===== src/rtl/multiword_add_seq.sv =====
// Operand sequencer / result collector wrapped around an external 32-bit ripple adder.
// Optional subtract mode (in_sub port, inverted B, initial carry 1) is enabled by defining MWADD_SUB_EN.
`timescale 1ns/1ps
module multiword_add_seq #(
  parameter int unsigned MAX_WORDS = 8
) (
  input  logic        clk,
  input  logic        rst_n,
  input  logic        in_valid,
  output logic        in_ready,
  input  logic [31:0] in_a,
  input  logic [31:0] in_b,
  input  logic        in_last,
`ifdef MWADD_SUB_EN
  input  logic        in_sub,
`endif
  output logic [31:0] add_a,
  output logic [31:0] add_b,
  output logic        add_c_in,
  input  logic [31:0] add_sum,
  input  logic        add_c_out,
  output logic        out_valid,
  input  logic        out_ready,
  output logic [31:0] out_sum,
  output logic        out_last,
  output logic        out_carry,
  output logic        out_ovf,
  output logic        out_zero,
  output logic        out_err
);

  localparam int unsigned CW = $clog2(MAX_WORDS + 1);

  typedef enum logic [0:0] {S_IDLE, S_ACTIVE} state_t;

  state_t        state_q, state_d;
  logic [CW-1:0] cnt_q, cnt_d;

  // S1: operand stage
  logic [31:0] a_q, a_d;
  logic [31:0] b_q, b_d;
  logic        last_q, last_d;
  logic        err_q, err_d;
  logic        s1_v_q, s1_v_d;

  // Inter-word chaining state
  logic        carry_q, carry_d;
  logic        zero_q, zero_d;

  // S2: output stage
  logic        ov_q, ov_d;
  logic [31:0] osum_q, osum_d;
  logic        olast_q, olast_d;
  logic        ocarry_q, ocarry_d;
  logic        oovf_q, oovf_d;
  logic        ozero_q, ozero_d;
  logic        oerr_q, oerr_d;

  logic          adv, accept, drain, first, trunc, sum_zero, init_c;
  logic [CW-1:0] cnt_nxt;

`ifdef MWADD_SUB_EN
  logic sub_q, sub_d;

  always_comb begin
    sub_d  = sub_q;
    if (accept && first) sub_d = in_sub;
    add_b  = sub_q ? ~b_q : b_q;
    init_c = in_sub;
  end

  always_ff @(posedge clk or negedge rst_n) begin
    if (!rst_n) sub_q <= 1'b0;
    else        sub_q <= sub_d;
  end
`else
  always_comb begin
    add_b  = b_q;
    init_c = 1'b0;
  end
`endif

  always_comb begin
    add_a    = a_q;
    add_c_in = carry_q;
    sum_zero = (add_sum == '0);
    adv      = !ov_q || out_ready;
    in_ready = !s1_v_q || adv;
    accept   = in_valid && in_ready;
    drain    = adv && s1_v_q;
    first    = (state_q == S_IDLE);
    // Count rests at 0 in IDLE, so the first beat naturally becomes word 1.
    cnt_nxt  = cnt_q + CW'(1);
    trunc    = (cnt_nxt == CW'(MAX_WORDS));
  end

  always_comb begin
    state_d  = state_q;
    cnt_d    = cnt_q;
    a_d      = a_q;
    b_d      = b_q;
    last_d   = last_q;
    err_d    = err_q;
    s1_v_d   = s1_v_q;
    carry_d  = carry_q;
    zero_d   = zero_q;
    ov_d     = ov_q;
    osum_d   = osum_q;
    olast_d  = olast_q;
    ocarry_d = ocarry_q;
    oovf_d   = oovf_q;
    ozero_d  = ozero_q;
    oerr_d   = oerr_q;

    if (adv) begin
      ov_d = s1_v_q;
    end

    if (drain) begin
      osum_d   = add_sum;
      olast_d  = last_q;
      ocarry_d = last_q && add_c_out;
      ozero_d  = last_q && zero_q && sum_zero;
      oovf_d   = last_q && (a_q[31] == add_b[31]) && (add_sum[31] != a_q[31]);
      oerr_d   = last_q && err_q;
      carry_d  = add_c_out;
      zero_d   = zero_q && sum_zero;
      s1_v_d   = 1'b0;
    end

    if (accept) begin
      a_d    = in_a;
      b_d    = in_b;
      last_d = in_last || trunc;
      err_d  = trunc && !in_last;
      s1_v_d = 1'b1;
      // A first beat can only be accepted alongside the previous op's final drain, so it wins.
      if (first) begin
        carry_d = init_c;
        zero_d  = 1'b1;
      end
      if (in_last || trunc) begin
        state_d = S_IDLE;
        cnt_d   = '0;
      end else begin
        state_d = S_ACTIVE;
        cnt_d   = cnt_nxt;
      end
    end
  end

  always_ff @(posedge clk or negedge rst_n) begin
    if (!rst_n) begin
      state_q  <= S_IDLE;
      cnt_q    <= '0;
      a_q      <= '0;
      b_q      <= '0;
      last_q   <= 1'b0;
      err_q    <= 1'b0;
      s1_v_q   <= 1'b0;
      carry_q  <= 1'b0;
      zero_q   <= 1'b0;
      ov_q     <= 1'b0;
      osum_q   <= '0;
      olast_q  <= 1'b0;
      ocarry_q <= 1'b0;
      oovf_q   <= 1'b0;
      ozero_q  <= 1'b0;
      oerr_q   <= 1'b0;
    end else begin
      state_q  <= state_d;
      cnt_q    <= cnt_d;
      a_q      <= a_d;
      b_q      <= b_d;
      last_q   <= last_d;
      err_q    <= err_d;
      s1_v_q   <= s1_v_d;
      carry_q  <= carry_d;
      zero_q   <= zero_d;
      ov_q     <= ov_d;
      osum_q   <= osum_d;
      olast_q  <= olast_d;
      ocarry_q <= ocarry_d;
      oovf_q   <= oovf_d;
      ozero_q  <= ozero_d;
      oerr_q   <= oerr_d;
    end
  end

  always_comb begin
    out_valid = ov_q;
    out_sum   = osum_q;
    out_last  = olast_q;
    out_carry = ocarry_q;
    out_ovf   = oovf_q;
    out_zero  = ozero_q;
    out_err   = oerr_q;
  end

endmodule


===== config.mk =====
export PLATFORM = sky130hd
export DESIGN_NAME = multiword_add_seq
export DESIGN_NICKNAME = d
export VERILOG_FILES = /design/src/rtl/multiword_add_seq.sv
export SDC_FILE = /design/constraint.sdc
export NUM_CORES = 1
export LEC_CHECK = 0
export CAP_MARGIN = 10
export CORE_UTILIZATION = 30
export CTS_CLUSTER_SIZE = 25
export DETAILED_ROUTE_END_ITERATION = 8
export HOLD_SLACK_MARGIN = 0.12
export SYNTH_ARGS = -nofsm -noshare
export SYNTH_HDL_FRONTEND = slang
export SYNTH_SLANG_ARGS = --single-unit

===== constraint.sdc =====
create_clock -name clk -period 1.4 [get_ports clk]
set_input_delay 0.14 -clock clk [delete_from_list [all_inputs] [get_ports clk]]
set_output_delay 0.14 -clock clk [all_outputs]
set_load 0.05 [all_outputs]

==> flow_summary.yaml, run 1 <==
timing:
  tightest_slew_ns: 0.434
  hold-worst-slack_ns: 0.381
  finalHoldViolations: 0
  finalCritPeriodShare: 0.963
  slew_viol_final: 0
  relSlewSlack: 0.711
  period_needed_ns: 1.35
  fin_worst_skew_ns: 0.00456
  rsz0062_at_grt: "yes"
  setup_viol: 0
  fin_tns_setup_ns: 0
  fmax_mhz: 742
detailed_routing:
  wirelength_um: 10900
  drt_iter0_drc: 142
  vias: 3165
  wire_per_inst_um: 15.4
  ant_nets: 0
  firstDrtPassIters: 4
  via_per_inst: 4.50
  drc_errors: 0
critical_path:
  crit_fanout: 19
  crit_family: "flip-flops"
  cpMaxStageDelayCell: "dfrtp_2"
  crit_path_start_kind: "register"
  reg2reg_depth: 4
  critPathRequiredTime_ns: 1.63
  critPathCaptureType: "register"
  path_depth: 4
  critPathKind: "register to register"
  crit_buf_inv: 1
  path_cells: "nand3b_4 > nand2_8 > buf_12 > mux2_1"
  worstPathArrival_ns: 1.58
  max_stage_delay_ns: 0.42
yosys:
  synth_area_mm2: 0.00438
  synth-seq-cells: 112
  syn_inst: 283
  ys_types: 28
  synth_nets: 386
  yosysTopAreaCell: "dfrtp_1"
  yosysSeqAreaShare: 0.639
  yosysTopAreaCellShare: 0.639
  yosys_warnings: 0
  postSynthAreaPerCell_um2: 15.5
  synth.area.top_cells: "dfrtp_1 64%, mux2_2 22%, mux2_1 2.8%, buf_6 1.8%, nor4_1 1.1%"
power:
  intPower_mw: 6.67
  p_sw_mw: 3.70
  powerDensity_mw_per_mm2: 1460
  p_leak_nw: 3.15
  pwr-share-comb: 0.363
  seqPwrFrac: 0.388
  irDropWorstVdd_mv: 0.702
  swShare: 0.357
  clkPwrFrac: 0.249
clock_network:
  cts_tree: "yes"
  htree_levels: 3
  root_buffer: "clkbuf_16"
  clk_pin_slew_ns: 0.07
  numCtsBuffers: 9
  cts_max_path_buffers: 2
  clk_latency_ns: 0.35
  numClockSinks: 112
finish:
  area_growth_pct: 62.5
  n_antenna_cell: 0
  nNetsFinal: 622
  drive_gt1_frac: 0.471
  design_area_mm2: 0.00712
  fin_util: 0.507
  finalNonFillerCells: 704
global_routing:
  grt_start_max_net_pins: 83
  grt_pass1_vias: 3250
  grt_use_total: 0.144
  grt_antenna_before_repair: 0
  grt_first_pass_wirelength_um: 16400
  grt-ovfl-total: 0
placed_design:
  placed_cell_area_mm2: 0.00674
  io_buffers: 205
  dpl.hpwl_um: 7990
  gp_congestion: 0.767
  dp.cells: 685
worst_hold_path:
  hold_path_class: "primary input to register"
  hold_depth: 2
floorplanning:
  die_area_mm2: 0.0151
  fp.dieH_um: 123
  initial_core_util: 0.312
  die_width_um: 123
  ios: 206
  core-area_mm2: 0.0140
  core.rowCount: 43
status:
  status: "complete, no violations"
run:
  maxCapViolations: 0
==> final timing paths <==
path / from / end / slack (ns)
max: out_valid / add_a[8] / 0.05
min: in_a[22] / add_a[22] / 0.38
max reg2reg: out_valid / add_a[8] / 0.05
min reg2reg: out_carry / out_carry / 0.49
max in group asynchronous: rst_n / out_valid / 0.66
min in group asynchronous: rst_n / out_sum[12] / 0.40
==> cell families after synthesis <==
family | after synthesis | synth area share
buf+inv | 12 | 0.0251
mux | 97 | 0.249
compound gates | 18 | 0.0254
fa+ha+maj | 1 | 0.00285
flops | 112 | 0.639
simple gates | 43 | 0.0582
==> cell usage after synthesis (all sizes together) <==
cell type  instances
nor4               8
a21bo              1
nand3b             2
nor3b              2
nand3              2
mux2              97
nor3               1
o211ai             1
a21o               1
nand2             13
or2                1
nor2               5
nand2b             3
a21oi              6
ha                 1
dfrtp            112
a22o               3
nand4              3
buf               11
nor2b              1
nand4b             2
o21ai              6
inv                1
==> routing by layer <==
layer  part of all wire  track usage  wire (µm)  up-vias
met4              0.017       0.0663        188        0
li1                   -            -          -     1493
met3              0.092       0.0452        997       12
met5                  0            0          0        -
met2               0.46        0.228       4990      139
met1               0.43        0.179       4680     1521
==> power by group through the flow <==
| stage | clock [mW] | sequential (mW) | combinational (mW) |
|---|---|---|---|
| global placement | 0 | 4.06 | 3.74 |
| global route | 2.80 | 4.09 | 3.94 |
| CTS | 2.69 | 4.03 | 3.78 |
| floorplan | 0 | 5.64 | 0.680 |
| finish | 2.58 | 4.02 | 3.76 |
| detailed placement | 0 | 4.09 | 3.77 |
==> sequential cells by signal (all words and copies together), names as in the netlist, 4 cells and up <==
| register | count |
|---|---|
| add_a | 32 |
| add_b | 32 |
| out_sum | 32 |
| cnt_q | 4 |
==> stage by stage <==
| step | setup slack, ns | power (mW) |
|---|---|---|
| final | 0.0519 | 10.4 |
| after global routing | -0.00601 | 10.8 |
| after CTS | -0.00325 | 10.5 |
| after detailed placement | -0.270 | 7.86 |
| after global placement | -0.272 | 7.80 |
| after floorplan | -0.177 | 6.32 |
==> cell usage in the layout (no fill, tap or decap), types with 3 or more instances in the layout <==
cell type	n
buf_4	115
dfrtp_1	110
clkdlybuf4s50_1	100
mux2_2	83
buf_12	16
nand2_1	12
mux2_1	11
clkbuf_16	10
o21ai_0	6
nor4_1	5
nor2_1	5
a21oi_1	5
clkbuf_8	5
nor4_2	3
nand4_1	3
nand2b_1	3
mux2_4	3
a22o_1	3
==> what timing repair did <==
| action | CTS | global route |
|---|---|---|
| gates cloned | 0 | 1 |
| hold endpoints to repair | 112 | 0 |
| gates resized for setup | 1 | 7 |
| setup endpoints to repair | 1 | 52 |
| pin swaps | 1 | 0 |
| hold buffers | 1 | 0 |
| setup buffers | 0 | 1 |
==> area by class of cell <==
class / instances / area (µm²)
inverters: 1 / 3.75
fillers: 1248 / 6920
repair buffers: 236 / 2270
clock buffers: 15 / 298
flip-flops and latches: 112 / 2810
clock inverters: 1 / 7.51
multi-input cells: 159 / 1510
well taps: 180 / 225
==> worst reg2reg max path: stages, from the launching register on <==
cell and delay, ns:
dfrtp_2 0.42, nand3b_4 0.13, nand2_8 0.15, buf_12 0.19, mux2_1 0.35
No activity file was read; power rests on OpenSTA's default activity.
==> run 2, diff against run 1 <==
--- a/config.mk
+++ b/config.mk
@@ -5,7 +5,7 @@
 export SDC_FILE = /design/constraint.sdc
 export NUM_CORES = 1
 export LEC_CHECK = 0
-export CAP_MARGIN = 10
+export CAP_MARGIN = 5
 export CORE_UTILIZATION = 30
 export CTS_CLUSTER_SIZE = 25
 export DETAILED_ROUTE_END_ITERATION = 8
==> results of run 2 <==
No change in the layout: final DEF, timing and power equal those of run 1.
==> run 3, diff against run 2 <==
--- a/config.mk
+++ b/config.mk
@@ -10,6 +10,7 @@
 export CTS_CLUSTER_SIZE = 25
 export DETAILED_ROUTE_END_ITERATION = 8
 export HOLD_SLACK_MARGIN = 0.12
+export SETUP_SLACK_MARGIN = 0.02
 export SYNTH_ARGS = -nofsm -noshare
 export SYNTH_HDL_FRONTEND = slang
 export SYNTH_SLANG_ARGS = --single-unit
==> flow_summary.yaml, run 3 (synthesis results as in run 1) <==
placed_design:
  gp_congestion: 0.746
  io_buffers: 205
  dp.cells: 683
  dpl.hpwl_um: 8230
critical_path:
  path_cells: "nand2b_1 > nand2_1 > buf_12 > mux2_2"
  critPathRequiredTime_ns: 1.63
  critPathCaptureType: "register"
  crit_fanout: 38
  critPathKind: "register to register"
  cpMaxStageDelayCell: "dfrtp_2"
  worstPathArrival_ns: 1.57
  max_stage_delay_ns: 0.40
  crit_family: "flip-flops"
  crit_path_start_kind: "register"
  crit_buf_inv: 1
global_routing:
  met3_usage: 0.0424
  grt_first_pass_wirelength_um: 16700
  grt_antenna_before_repair: 0
  grt_pass1_vias: 3299
  use_met1: 0.171
  grt_start_max_net_pins: 51
  use_met2: 0.249
  grt-ovfl-total: 0
  grt_use_total: 0.147
  top_usage_layer: "met2"
clock_network:
  root_buffer: "clkbuf_16"
  clk_latency_ns: 0.35
  htree_levels: 3
  cts_tree: "yes"
  numClockSinks: 112
  numCtsBuffers: 9
  cts_max_path_buffers: 2
  clk_pin_slew_ns: 0.07
floorplanning:
  die_width_um: 123
  core.rowCount: 43
  ios: 206
  initial_core_util: 0.312
  core-area_mm2: 0.0140
  die_area_mm2: 0.0151
  fp.dieH_um: 123
finish:
  final_cell_mix: "112 x buf_4, 111 x dfrtp_1, 100 x clkdlybuf4s50_1"
  seq_area_mm2: 0.00280
  area_growth_pct: 62.6
  fin_util: 0.508
  nNetsFinal: 619
  multi_input_area_mm2: 0.00153
  drive_gt1_frac: 0.461
  fillers: 1228
  layout_commonest_cell: "buf_4"
  finalNonFillerCells: 701
  n_antenna_cell: 0
timing:
  fin_worst_skew_ns: 0.00551
  fmax_mhz: 746
  relSlewSlack: 0.750
  slew_viol_final: 0
  rsz0062_at_grt: "yes"
  hold-worst-slack_ns: 0.250
  finalHoldViolations: 0
  tightest_slew_ns: 0.375
  period_needed_ns: 1.34
  setup_viol: 0
  finalCritPeriodShare: 0.957
status:
  status: "complete, no violations"
detailed_routing:
  drc_errors: 0
  via_per_inst: 4.51
  ant_nets: 0
  wire_per_inst_um: 15.5
  vias: 3165
  wirelength_um: 10900
  drt_iter0_drc: 77
  firstDrtPassIters: 3
power:
  p_leak_nw: 3.15
  irDropWorstVdd_mv: 0.625
  powerDensity_mw_per_mm2: 1480
  total_power_mw: 10.5
run:
  maxCapViolations: 0
worst_hold_path:
  hold_path_class: "primary input to asynchronous set/reset pin"
==> run 3: cell types whose count changed in the layout (fill, tap and decap cells not counted), sizes merged <==
cell | previous run | this run
clkbuf | 16 | 13
buf | 134 | 132
bufinv | 0 | 2
clkinv | 0 | 1
clkinvlp | 1 | 0
==> run 3: worst paths after layout <==
path / from / endpoint / slack (ns) / cells after the start
setup / recovery: out_valid / out_sum[11] / 0.06 / 4
hold / removal: rst_n / out_sum[26] / 0.25 / 2
setup reg to reg: out_valid / out_sum[11] / 0.06 / 4
hold reg to reg: out_ovf / out_ovf / 0.48 / 2
max in group asynchronous: rst_n / add_b[2] / 0.56 / 3
min in group clk: in_b[0] / add_b[0] / 0.38 / 2
==> run 3: worst register-to-register path: stages (launching register included) <==
cell	delay [ns]
dfrtp_2	0.40
nand2b_1	0.08
nand2_1	0.13
buf_12	0.23
mux2_2	0.39
==> run 3: routing by layer <==
metal  vias up  share of wire
met1      1538           0.40
met5         -              0
li1       1473              -
met4         0          0.020
met2       141           0.48
met3        13          0.092
==> run 3: cell type report <==
class / instances / share of cell area
sequential: 112 / 0.393
timing repair buffer: 233 / 0.316
multi-input combinational: 159 / 0.214
inverter: 1 / 0.000527
tap: 180 / 0.0316
clock inverter: 3 / 0.00913
clock buffer: 13 / 0.0351
==> run 3: metrics by stage <==
step	setup WS [ns]	area, µm²	TNS [ns]
after detailed placement	-0.445	6760	-19.28
final	0.0603	7130	0
after global placement	-0.377	6760	-17.87
after floorplan	-0.177	4410	-13.43
after global routing	-0.00588	7130	-0.0197
after CTS	0.0443	7090	0
==> run 3: power by group <==
part	internal, mW	switching [mW]
Sequential	3.72	0.302
Combinational	1.50	2.27
Clock	1.62	1.13
Total	6.84	3.70
==> run 3: what timing repair did <==
| item | CTS | global route |
|---|---|---|
| hold buffers | 1 | 0 |
| gates resized for setup | 1 | 7 |
| endpoints found under the setup margin | 2 | 59 |
| pin swaps | 0 | 1 |
| setup buffers | 0 | 1 |
| hold endpoints to repair | 112 | 0 |
